File: config.mk
export PLATFORM = sky130hd
export DESIGN_NAME = mult84_seq
export DESIGN_NICKNAME = d
export VERILOG_FILES = /design/src/rtl/mult84_pkg.sv /design/src/rtl/mult84_seq.sv
export SDC_FILE = /design/constraint.sdc
export NUM_CORES = 1
export LEC_CHECK = 0
export ABC_AREA = 0
export ABC_CLOCK_PERIOD_IN_PS = 6000
export BUFFER_PORTS_ARGS = -buffer_cell sky130_fd_sc_hd__buf_2
export CAP_MARGIN = 30
export CORE_MARGIN = 2
export CORE_UTILIZATION = 55
export CTS_CLUSTER_DIAMETER = 100
export DETAILED_ROUTE_END_ITERATION = 6
export GPL_TIMING_DRIVEN = 0
export PLACE_DENSITY = 0.81
export SYNTH_ARGS = -nofsm -noshare
export SYNTH_HDL_FRONTEND = slang
export SYNTH_SLANG_ARGS = --single-unit
File: constraint.sdc
create_clock -name clk -period 6 [get_ports clk]
set_input_delay 0.3 -clock clk [delete_from_list [all_inputs] [get_ports clk]]
set_output_delay 0.3 -clock clk [all_outputs]
set_load 0.1 [all_outputs]
File: src/rtl/mult84_pkg.sv
// Shared widths, state encoding and step count for the 8x4 shift-add multiplier.
// Also holds the invalid-divide-tuple predicate used when a result is committed.
package mult84_pkg;

    localparam int QUO_W  = 8;
    localparam int DEN_W  = 4;
    localparam int PROD_W = 12;
    localparam int STEPS  = 4;
    localparam int CNT_W  = 2;

    localparam logic [1:0] ST_IDLE = 2'd0;
    localparam logic [1:0] ST_BUSY = 2'd1;
    localparam logic [1:0] ST_DONE = 2'd2;

    // A remainder must be strictly below its denominator; d == 0 is always invalid.
    function automatic logic rem_invalid(input logic [DEN_W-1:0] den,
                                         input logic [DEN_W-1:0] rem);
        return (den == '0) || (rem >= den);
    endfunction

endpackage

File: src/rtl/mult84_seq.sv
// Sequential shift-add multiplier rebuilding numerator = quotient*denominator + remainder,
// one multiplier bit per BUSY cycle, with a valid/ready handshake on both sides.
//
// state | meaning
// IDLE  | in_ready=1, waiting for in_valid; captures operands and seeds acc with remainder
// BUSY  | four shift-add steps over denominator bits 0..3; in_valid ignored
// DONE  | out_valid=1 with registered product/rem_err; retires on out_ready
module mult84_seq
    import mult84_pkg::*;
(
    input  logic              clk,
    input  logic              rst,
    input  logic              in_valid,
    output logic              in_ready,
    input  logic [QUO_W-1:0]  quotient,
    input  logic [DEN_W-1:0]  denominator,
    input  logic [DEN_W-1:0]  remainder,
    output logic              out_valid,
    input  logic              out_ready,
    output logic [PROD_W-1:0] product,
    output logic              rem_err
);

    logic [1:0]        r_state;
    logic [CNT_W-1:0]  r_cnt;
    logic [PROD_W-1:0] r_acc;
    logic [QUO_W-1:0]  r_quo;
    logic [DEN_W-1:0]  r_den;
    logic [DEN_W-1:0]  r_rem;
    logic [PROD_W-1:0] r_product;
    logic              r_rem_err;

    logic [PROD_W-1:0] w_addend;
    logic [PROD_W-1:0] w_acc_next;
    logic              w_last_step;

    // Partial product for the current multiplier bit; the sum never exceeds 3840, so 12 bits suffice.
    assign w_addend    = r_den[r_cnt] ? (PROD_W'(r_quo) << r_cnt) : '0;
    assign w_acc_next  = r_acc + w_addend;
    assign w_last_step = (r_cnt == CNT_W'(STEPS - 1));

    always_ff @(posedge clk) begin
        if (rst) begin
            r_state   <= ST_IDLE;
            r_cnt     <= '0;
            r_acc     <= '0;
            r_quo     <= '0;
            r_den     <= '0;
            r_rem     <= '0;
            r_product <= '0;
            r_rem_err <= 1'b0;
        end else begin
            case (r_state)
                ST_IDLE: begin
                    if (in_valid) begin
                        r_quo   <= quotient;
                        r_den   <= denominator;
                        r_rem   <= remainder;
                        r_acc   <= PROD_W'(remainder);
                        r_cnt   <= '0;
                        r_state <= ST_BUSY;
                    end
                end
                ST_BUSY: begin
                    r_acc <= w_acc_next;
                    r_cnt <= r_cnt + CNT_W'(1);
                    if (w_last_step) begin
                        // Outputs change only here, so they hold through DONE and the following IDLE.
                        r_product <= w_acc_next;
                        r_rem_err <= rem_invalid(r_den, r_rem);
                        r_state   <= ST_DONE;
                    end
                end
                ST_DONE: begin
                    if (out_ready) begin
                        r_state <= ST_IDLE;
                    end
                end
                default: begin
                    r_state <= ST_IDLE;
                end
            endcase
        end
    end

    assign in_ready  = (r_state == ST_IDLE);
    assign out_valid = (r_state == ST_DONE);
    assign product   = r_product;
    assign rem_err   = r_rem_err;

endmodule

# Word level (Yosys, flattened, before mapping)
# Cells that the tools add are included.
# word_totals
regBits	45
in_bits	20
wordCells	38
# classes
addsub	2
n_lt_le_gt_ge	2
n_eq_ne	6
shifts	1
muxes	11
n_reduce_logical	8
# ops
cell	n
12-bit 2-to-1 mux	2
12-bit one-hot mux with 2 select lines	1
12-bit adder	1
8-bit by 2-bit left shift with 12-bit output	1
2-bit 2-to-1 mux	4
2-bit one-hot mux with 3 select lines	1
2-bit AND reduction	3
2-bit == test, second input constant	2
4-bit greater-or-equal comparator	1
4-bit zero test	1
2-bit inequality test, second input constant	2
2-bit one-hot mux with 2 select lines	1
2-bit by 3-bit < comparator with 1-bit output, second input constant	1
3-bit AND reduction	1
2-bit by 1-bit adder with 2-bit output, second input constant	1
1-bit binary-select mux with 2-bit select	1
2-bit by 1-bit == test with 1-bit output, second input constant	1
2-bit zero test	1
2-bit by 1-bit inequality test with 1-bit output, second input constant	1
2-bit nonzero test	1
1-bit logical OR	1
1-bit 2-to-1 mux	1

# Longest topological paths before layout
# Gate-level depths: netlist (run 1).
# logic_depth
ltp_word	5
mapped_depth	12

# Worst setup path before layout (run 1)
# OpenSTA, ideal clock, no wires.
# synth_path
kind	reg-to-reg
start	register r_cnt[0]
end	register r_product[11] (netlist: product[11])
setup_time_ps	132
arrival_time_ps	2860
required_ps	5868
path_slack_ps	3008
path_stages_with_launch	12
n_path_buf	2
synth_period_minus_slack_ps	2992
cell_sequence	dfxtp_1 -> clkbuf_1 -> clkbuf_1 -> mux4_2 -> and2_1 -> ha_1 -> and3_4 -> a221oi_4 -> nor3b_2 -> or4_1 -> nand3_1 -> a21oi_1
# synth_via
elab_chain_cells	4
elab_cells_between_ends	7
# synth_rtl
element	line_no	rtl
from (decl)	mult84_seq.sv:25	logic [CNT_W-1:0] r_cnt;
from (signal assigned)	mult84_seq.sv:66	r_cnt <= r_cnt + CNT_W'(1);
1-bit binary-select mux with 2-bit select	mult84_seq.sv:38	assign w_addend = r_den[r_cnt] ? (PROD_W'(r_quo) << r_cnt) : '0;
1-bit 2-to-1 mux (implied by the code)	mult84_seq.sv:38	
12-bit 2-to-1 mux	mult84_seq.sv:38	
12-bit adder	mult84_seq.sv:39	assign w_acc_next = r_acc + w_addend;
to (signal assigned)	mult84_seq.sv:69	r_product <= w_acc_next;
to (decl)	mult84_seq.sv:30	logic [PROD_W-1:0] r_product;
# Several ways; a longest one is shown, not always the timed one. The select of a mux whose other input is x is not followed.
# A chain may end at the register's enable or synchronous reset.

# Worst setup path in the final report (run 1)
# Ends and elaborated chain as after synthesis.

==> out/results.txt, run 1 <==
Area growth from synthesis to layout = 12.92%
Cts bufs inserted = 5
IO Pins = 35
GPL Wtd Cong = 0.9203
Post-Syn Instances = 310
Overall power = 0.0006022 W
Total grt overflow = 0
Final period util = 55.74%
Pwr Density = 211.0 mW/mm2
Worst Path Required = 6160 ps
Yosys Warn Count = 0
Clock latency on the worst-skew pair = 310 ps
Met2 Usage GRT = 41.05%
Gr busiest metal = met2
Hpwl dp = 4392 um
Number of global-route vias before repair = 2220
Peak VDD IR = 161.9 uV
Worst-Margin Slew = 658.7 ps
Clock-pin slew on the worst setup and hold paths = 90 ps
Die X = 71.79 um
CTS tree = done
Max frequency = 0.2990 GHz
CP Class = reg -> reg
Initial antenna violation count = 0
Total track usage = 24.48%
Max clock buf depth = 2
Largest net degree at the start of global routing = 15
Filler Cells Inserted = 410
Count leader, synth = nand2_1
Main synth FF type = dfxtp_1
Routed vias/inst = 5.725
RSZ-0062 raised after global routing = false
Worst setup SP type = register
Async S/R FF share, synth = 0%
DIE AREA = 0.005154 mm2
Synth top area cells = dfxtp_1 (36%), nand2_1 (11%), a21oi_1 (8.5%)
Yosys top cell area share = 35.64%
Synth top cells by count = nand2_1 (72), dfxtp_1 (45), a21oi_1 (43), ha_1 (16), clkbuf_1 (14)
Synth area leader = dfxtp_1
Row cnt = 24
Post-route cell area = 0.002854 mm2
Post-Layout Cell Count = 403
Via Count = 2307
H-tree levels = 2
Number of remaining DRC errors = 0
Max-slew headroom = 56.09%
Flop and latch count out of synthesis = 45
Syn Nets = 347
Antenna-violating nets left = 0
Setup Buffers After CTS = 0
Root Buffer = clkbuf_8
Sequential share of the synthesized area = 35.64%
Total wire length = 5903 um
PostCTS Resize Cnt = 0
Unique masters post-synth = 46
Worst Hold Launch = quotient[2]
Critical path fanouts, max = 10
# port buffers = 33
Ratio of cells with drive above 1 in the final layout = 17.09%
Min Tclk post-route = 3345 ps
Drt first pass iters = 4
Final hold vios = 0
Area after DPL = 0.002758 mm2
Static leakage = 1.207 nW
Met3 Use GR = 5.204%
CTS Hold Bufs = 0
Number of flops mapped to enable cells by yosys = 0
First-pass GRT wire length = 9949 um
Total Neg Setup Slack = 0 ps
Reg-to-reg startpoint = r_cnt[0]
Core Box Area = 0.004384 mm2
Clk_skew = 7.209 ps
DR iter-0 viols = 133
Worst EP arrival = 3510 ps
Slew Viols, Final = 0
Initial core utilization = 57.65%
Final setup vio count = 0
Mapped Area = 0.002527 mm2
M1 GR Usage = 31.58%
Ant diodes = 0
Crit path launch = r_cnt[0]
Run status = finished clean
Total clock sinks = 45
Min-delay worst type = in -> reg
Worst Setup End Kind = register
Avg Inst Size Synth = 8.153 um2
Height of the die = 71.79 um
Max cap viols = 0
Placed cells = 395
Post-route core utilization = 65.10%
Layout Nets = 387
Avg WL per Cell = 14.65 um
-- cells by family after synthesis --
family	Yosys count	synth area share, %
buf+inv	23	3.515
fa+ha+maj	17	8.713
mux	8	5.248
simple gates	136	26.39
compound gates	72	17.38
flops	45	35.64
xor+xnor	9	3.119
-- power by group --
group          internal (W)  leakage [nW]  switching [W]
logic             0.0000300         0.790      0.0000503
registers          0.000309         0.366     0.00000930
clock network     0.0000935        0.0512       0.000110
total              0.000432          1.21       0.000170
-- flip-flops by register name (all words and copies together) (netlist names) --
name     cells
r_rem        4
r_state      2
r_den        4
rem_err      1
r_acc       12
r_cnt        2
product     12
r_quo        8
-- metal layers --
| layer | wire length, um | vias to the layer above |
|---|---|---|
| li1 | - | 1168 |
| met1 | 2647 | 1070 |
| met2 | 2892 | 59 |
| met3 | 269 | 10 |
| met4 | 93 | 0 |
| met5 | 0 | - |
-- worst paths after layout --
| kind | end | slack (ps) | cells past startpoint |
|---|---|---|---|
| setup / recovery | product[11] | 2660 | 11 |
| hold / removal | r_quo[2] | 220 | 3 |
| setup reg to reg | product[11] | 2660 | 11 |
| hold reg to reg | product[11] | 450 | 2 |
-- final cells by class --
cell class	count	area, um2	share of cell area, %
Clock buffer	6	82.58	2.893
Clock inverter	2	13.76	0.4822
Timing Repair Buffer	33	165.2	5.787
Inverter	6	22.52	0.7891
Multi-Input combinational cell	242	1538	53.88
Tap cell	52	65.06	2.280
Buffer	17	66.31	2.324
Sequential cell	45	900.9	31.57
-- layout by cell type, fill, tap and decap left out, types with 4 or more instances in the layout --
cell type and n:
a21oi_1 43, a31oi_1 5, and2_1 9, buf_2 35
clkbuf_1 14, clkbuf_8 6, dfxtp_1 45, ha_1 16
inv_1 6, mux4_2 4, nand2_1 72, nand2b_1 4
nand3_1 11, nor2_1 12, nor2b_1 4, nor4_1 4
o21ai_0 8, xnor2_1 6
-- worst max-delay path, stage by stage, from the launching register on --
cell and delay [ps]:
dfxtp_1 340, clkbuf_1 360, clkbuf_1 380, mux4_2 360, and2_1 180, ha_1 380, and3_4 240, a221oi_4 300
nor3b_2 100, or4_1 400, nand3_1 90, a21oi_1 60
-- per-stage QoR --
step / hold WS, ps / worst slack (ps)
floorplan: 436.0 / 3008
global placement: 438.2 / 2715
detailed placement: 444.0 / 2702
CTS: 223.1 / 2677
global route: 232.8 / 2446
finish: 222.2 / 2655
(Power assumes the default switching activity.)
==> run 2: changes to the inputs <==
--- a/config.mk
+++ b/config.mk
@@ -6,15 +6,15 @@
 export NUM_CORES = 1
 export LEC_CHECK = 0
 export ABC_AREA = 0
-export ABC_CLOCK_PERIOD_IN_PS = 6000
+export ABC_CLOCK_PERIOD_IN_PS = 2900
 export BUFFER_PORTS_ARGS = -buffer_cell sky130_fd_sc_hd__buf_2
 export CAP_MARGIN = 30
 export CORE_MARGIN = 2
-export CORE_UTILIZATION = 55
+export CORE_UTILIZATION = 52
 export CTS_CLUSTER_DIAMETER = 100
 export DETAILED_ROUTE_END_ITERATION = 6
 export GPL_TIMING_DRIVEN = 0
-export PLACE_DENSITY = 0.81
+export PLACE_DENSITY = 0.8
 export SYNTH_ARGS = -nofsm -noshare
 export SYNTH_HDL_FRONTEND = slang
 export SYNTH_SLANG_ARGS = --single-unit
==> constraint.sdc (replaced) <==
create_clock -name clk -period 2.9 [get_ports clk]
set_input_delay 0.145 -clock clk [delete_from_list [all_inputs] [get_ports clk]]
set_output_delay 0.145 -clock clk [all_outputs]
set_load 0.1 [all_outputs]
==> out/results.txt, run 2 (same netlist as run 1, synthesis figures left out) <==
Clk_skew = 11.37 ps
IO Pins = 35
Most frequent cells in the layout = nand2_1 (72), dfxtp_1 (43), a21oi_1 (40)
Via Count = 2353
Antenna-violating nets left = 0
Multi-input logic area = 0.001652 mm2
Worst setup SP type = register
Max clock buf depth = 2
Final period util = 96.16%
# port buffers = 33
Worst Setup End Kind = register
Total grt overflow = 0
Area growth from synthesis to layout = 18.61%
Largest net degree at the start of global routing = 13
Pwr Density = 402.1 mW/mm2
Final setup vio count = 0
FF+latch area = 903.4 um2
Crit path to = product[11]
Max frequency = 0.3586 GHz
Filler Cells Inserted = 425
Initial core utilization = 53.87%
Placed cells = 397
CP Class = reg -> reg
Overall power = 0.001206 W
Run status = finished clean
Worst EP arrival = 2970 ps
H-tree levels = 2
Layout Nets = 391
Avg WL per Cell = 15.33 um
DR iter-0 viols = 154
Reg-to-reg startpoint = r_cnt[0]
Initial antenna violation count = 0
Number of global-route vias before repair = 2258
Post-route core utilization = 63.89%
Clock-pin slew on the worst setup and hold paths = 90 ps
GPL Wtd Cong = 0.9217
Hold WS = 75.06 ps
Row cnt = 25
Commonest non-fill, non-tap cell in the layout = nand2_1
Slew Viols, Final = 0
Ratio of cells with drive above 1 in the final layout = 23.23%
Max cap viols = 0
Post-Layout Cell Count = 407
DIE AREA = 0.005434 mm2
Dpl ws = -301.3 ps
Root Buffer = clkbuf_8
Final Worst Setup Slack = 111.3 ps
Clock latency on the worst-skew pair = 310 ps
Total clock sinks = 45
Hpwl dp = 4533 um
Peak VDD IR = 300.1 uV
Ant diodes = 0
First-pass GRT wire length = 10250 um
Min-delay worst type = in -> reg
Routed vias/inst = 5.781
Drt first pass iters = 4
CTS Hold Bufs = 0
Total wire length = 6239 um
R2R cell count = 10
Max-slew headroom = 58.11%
Flop-to-flop setup slack = 110 ps
Worst Path Required = 3080 ps
Total track usage = 24.69%
Die X = 73.72 um
CTS tree = done
Static leakage = 1.242 nW
Core Box Area = 0.004692 mm2
Critical path fanouts, max = 8
FF-to-FF End = product[11]
Worst-Margin Slew = 628.3 ps
Crit path launch = r_cnt[0]
Number of remaining DRC errors = 0
Final hold vios = 0
Min Tclk post-route = 2789 ps
Cts bufs inserted = 5
Height of the die = 73.72 um
==> run 2: cell types whose count changed in the layout (fill, tap and decap cells not counted), sizes merged <==
cell and change:
buf +6, clkbuf -3, clkinv -1
==> run 2: layout make-up <==
class	count	share of cell area (%)
Tap cell	54	2.254
Inverter	6	0.7513
Timing Repair Buffer	38	6.761
Buffer	16	2.546
Clock inverter	1	0.1669
Clock buffer	5	2.295
Multi-Input combinational cell	242	55.09
Sequential cell	45	30.13
==> run 2: metal layers <==
metal | part of all wire, % | track usage [%] | wire length (um) | vias to the layer above
met2 | 50 | 42.16 | 3129 | 64
met3 | 5.7 | 3.978 | 358 | 8
li1 | - | - | - | 1178
met1 | 43 | 30.31 | 2690 | 1103
met5 | 0 | 0 | 0 | -
met4 | 0.98 | 11.11 | 61 | 0
==> run 2: where the power goes <==
| part | internal [W] | switching, W | leakage [nW] | total [W] |
|---|---|---|---|---|
| registers | 0.000639 | 0.0000212 | 0.367 | 0.000661 |
| clock network | 0.000159 | 0.000209 | 0.0399 | 0.000367 |
| logic | 0.0000713 | 0.000106 | 0.836 | 0.000178 |
| total | 0.000869 | 0.000336 | 1.24 | 0.00121 |
==> run 2: how the worst min path moves through the flow <==
stage / from / endpoint / slack, ps / cells after the start
floorplan: quotient[3] / r_quo[3] / 280 / 2
global placement: quotient[1] / r_quo[1] / 390 / 3
detailed placement: quotient[3] / r_quo[3] / 390 / 3
CTS: quotient[3] / r_quo[3] / 70 / 3
global route: quotient[5] / r_quo[5] / 90 / 3
finish: quotient[3] / r_quo[3] / 80 / 3
==> run 2: what timing repair did <==
item,4_1_cts,5_1_grt
endpoints found under the setup margin,10,11
gates resized for setup,8,21
buffers inserted,0,5
pin swaps,0,6
==> run 2: critical path, cell delays in order (launching register included) <==
cell and delay (ps):
dfxtp_2 350, buf_8 130, mux4_2 560, and2_4 200, ha_4 240, a21o_4 220
a221oi_4 290, nor3b_4 90, or4_4 430, nand3_2 100, a21oi_2 50
==> run 2: metrics by stage <==
step | setup TNS (ps) | instance area (um2)
detailed placement | -822.3 | 2761
global route | -15.28 | 2998
CTS | 0 | 2870
finish | 0 | 2998
global placement | -404.9 | 2761
floorplan | 0 | 2529
==> run 3: changes to the inputs <==
--- a/config.mk
+++ b/config.mk
@@ -5,7 +5,6 @@
 export SDC_FILE = /design/constraint.sdc
 export NUM_CORES = 1
 export LEC_CHECK = 0
-export ABC_AREA = 0
 export ABC_CLOCK_PERIOD_IN_PS = 2900
 export BUFFER_PORTS_ARGS = -buffer_cell sky130_fd_sc_hd__buf_2
 export CAP_MARGIN = 30
@@ -13,7 +12,7 @@
 export CORE_UTILIZATION = 52
 export CTS_CLUSTER_DIAMETER = 100
 export DETAILED_ROUTE_END_ITERATION = 6
-export GPL_TIMING_DRIVEN = 0
+export GPL_TIMING_DRIVEN = 1
 export PLACE_DENSITY = 0.8
 export SYNTH_ARGS = -nofsm -noshare
 export SYNTH_HDL_FRONTEND = slang
==> out/results.txt, run 3 (same netlist as run 1, synthesis figures left out) <==
Pwr Density = 418.5 mW/mm2
Initial antenna violation count = 0
Crit-path slowest cell = mux4_2
First-pass GRT wire length = 9894 um
Total Neg Setup Slack = 0 ps
Total track usage = 23.73%
Combinational Power Share = 14.2%
Max-slew headroom = 46.68%
Worst Path Required = 3050 ps
CP Class = reg -> reg
Max frequency = 0.3604 GHz
Largest stage delay, worst path = 510 ps
Slew Viols, Final = 0
Sw Share = 27.56%
Area growth from synthesis to layout = 14.06%
Max clock buf depth = 2
Critical path fanouts, max = 6
Clk_skew = 3.830 ps
Clock-pin slew on the worst setup and hold paths = 80 ps
Min-delay worst type = in -> reg
Most frequent cells in the layout = nand2_1 (72), dfxtp_1 (44), a21oi_1 (42)
Drt first pass iters = 4
Total wire length = 5862 um
Final Worst Setup Slack = 125.0 ps
Antenna-violating nets left = 0
Final setup vio count = 0
Core Box Area = 0.004692 mm2
Worst path bufs/invs = 0
Cell family with most CP delay = simple AND/OR/NAND/NOR gates
Total grt overflow = 0
CTS Hold Bufs = 0
Height of the die = 73.72 um
Commonest non-fill, non-tap cell in the layout = nand2_1
RSZ-0062 raised after global routing = false
Initial core utilization = 53.87%
Final hold vios = 0
Largest net degree at the start of global routing = 46
Seq pwr share = 54.4%
Min Tclk post-route = 2775 ps
Root Buffer = clkbuf_8
Layout Nets = 384
Internal power = 0.0008740 W
Worst setup SP type = register
Die X = 73.72 um
IO Pins = 35
Clock latency on the worst-skew pair = 300 ps
Ant diodes = 0
Static leakage = 1.241 nW
Flop-to-flop setup slack = 130 ps
Avg WL per Cell = 14.62 um
Number of remaining DRC errors = 0
Run status = finished clean
Dpl ws = 93.47 ps
Routed vias/inst = 5.683
Via Count = 2279
Worst EP arrival = 2930 ps
CTS tree = done
Ratio of cells with drive above 1 in the final layout = 20.75%
# port buffers = 34
Cts bufs inserted = 5
Row cnt = 25
Worst Setup End Kind = register
GPL Wtd Cong = 0.8886
Worst-Margin Slew = 799.8 ps
Clock share of power = 31.3%
CP Cell Sequence = mux4_2, and2_1, ha_1, and3_4, a221oi_4, nor3b_2, or4_1, nand3_1, a21oi_1
Total clock sinks = 45
Net Switching = 0.0003325 W
Peak VDD IR = 258.7 uV
Setup Buffers After CTS = 0
Number of global-route vias before repair = 2078
Max cap viols = 0
H-tree levels = 2
Hpwl dp = 4363 um
Final period util = 95.69%
DIE AREA = 0.005434 mm2
DR iter-0 viols = 170
[run 3: cell count changes in the layout (fill, tap and decap cells not counted), sizes merged]
cell	before	now
buf	42	47
clkbuf	17	6
[run 3: worst paths after layout]
| kind | endpoint | from | depth (start not counted) |
|---|---|---|---|
| setup reg to reg | product[11] | r_cnt[1] | 9 |
| hold / removal | r_quo[1] | quotient[1] | 3 |
| hold reg to reg | product[6] | product[6] | 2 |
| setup / recovery | product[11] | r_cnt[1] | 9 |
[run 3: worst min-delay path: cells and delay by family]
kind                   cells  cell delay, ps
buffers and inverters      1             100
AND/OR/NAND/NOR            1              50
AO/OA/AOI/OAI              1              50
[run 3: what timing repair did]
action	4_1_cts	5_1_grt
gates resized for setup	0	3
setup endpoints to repair	0	10
endpoints found under the hold margin	0	0
[run 3: per-layer routing]
| layer | global-route usage, % | up-vias | wire length, um |
|---|---|---|---|
| met5 | 0 | - | 0 |
| li1 | - | 1165 | - |
| met1 | 31.89 | 1061 | 2789 |
| met4 | 8.283 | 0 | 73 |
| met3 | 4.527 | 6 | 210 |
| met2 | 38.00 | 47 | 2789 |
[run 3: through the flow]
| step | total power [W] | hold slack (ps) | util, % | area [um2] | instances |
|---|---|---|---|---|---|
| after floorplan | 0.0007856 | 281.0 | - | 2529 | 310 |
| after global placement | 0.0008363 | 384.6 | 59.60 | 2796 | 394 |
| after detailed placement | 0.0008414 | 392.5 | 59.60 | 2796 | 394 |
| after CTS | 0.001210 | 71.79 | 61.33 | 2878 | 401 |
| after global routing | 0.001264 | 75.19 | 61.44 | 2883 | 401 |
| final | 0.001206 | 74.86 | 61.44 | 2883 | 401 |
[run 3: final cells by class]
type | count | area, um2
tap | 54 | 67.56
clock buffer | 6 | 72.57
sequential | 45 | 902.1
multi-input combinational | 242 | 1541
clock inverter | 1 | 8.758
timing repair buffer | 47 | 267.8
inverter | 6 | 22.52
fill | 448 | 1809
[run 3: power groups by stage]
stage          Combinational, W  Clock [W]  Sequential, W
2_1_floorplan          0.000119          0       0.000667
3_3_place_gp           0.000166          0       0.000670
3_5_place_dp           0.000171          0       0.000671
4_1_cts                0.000172   0.000382       0.000656
5_1_grt                0.000193   0.000412       0.000660
6_report               0.000172   0.000378       0.000657
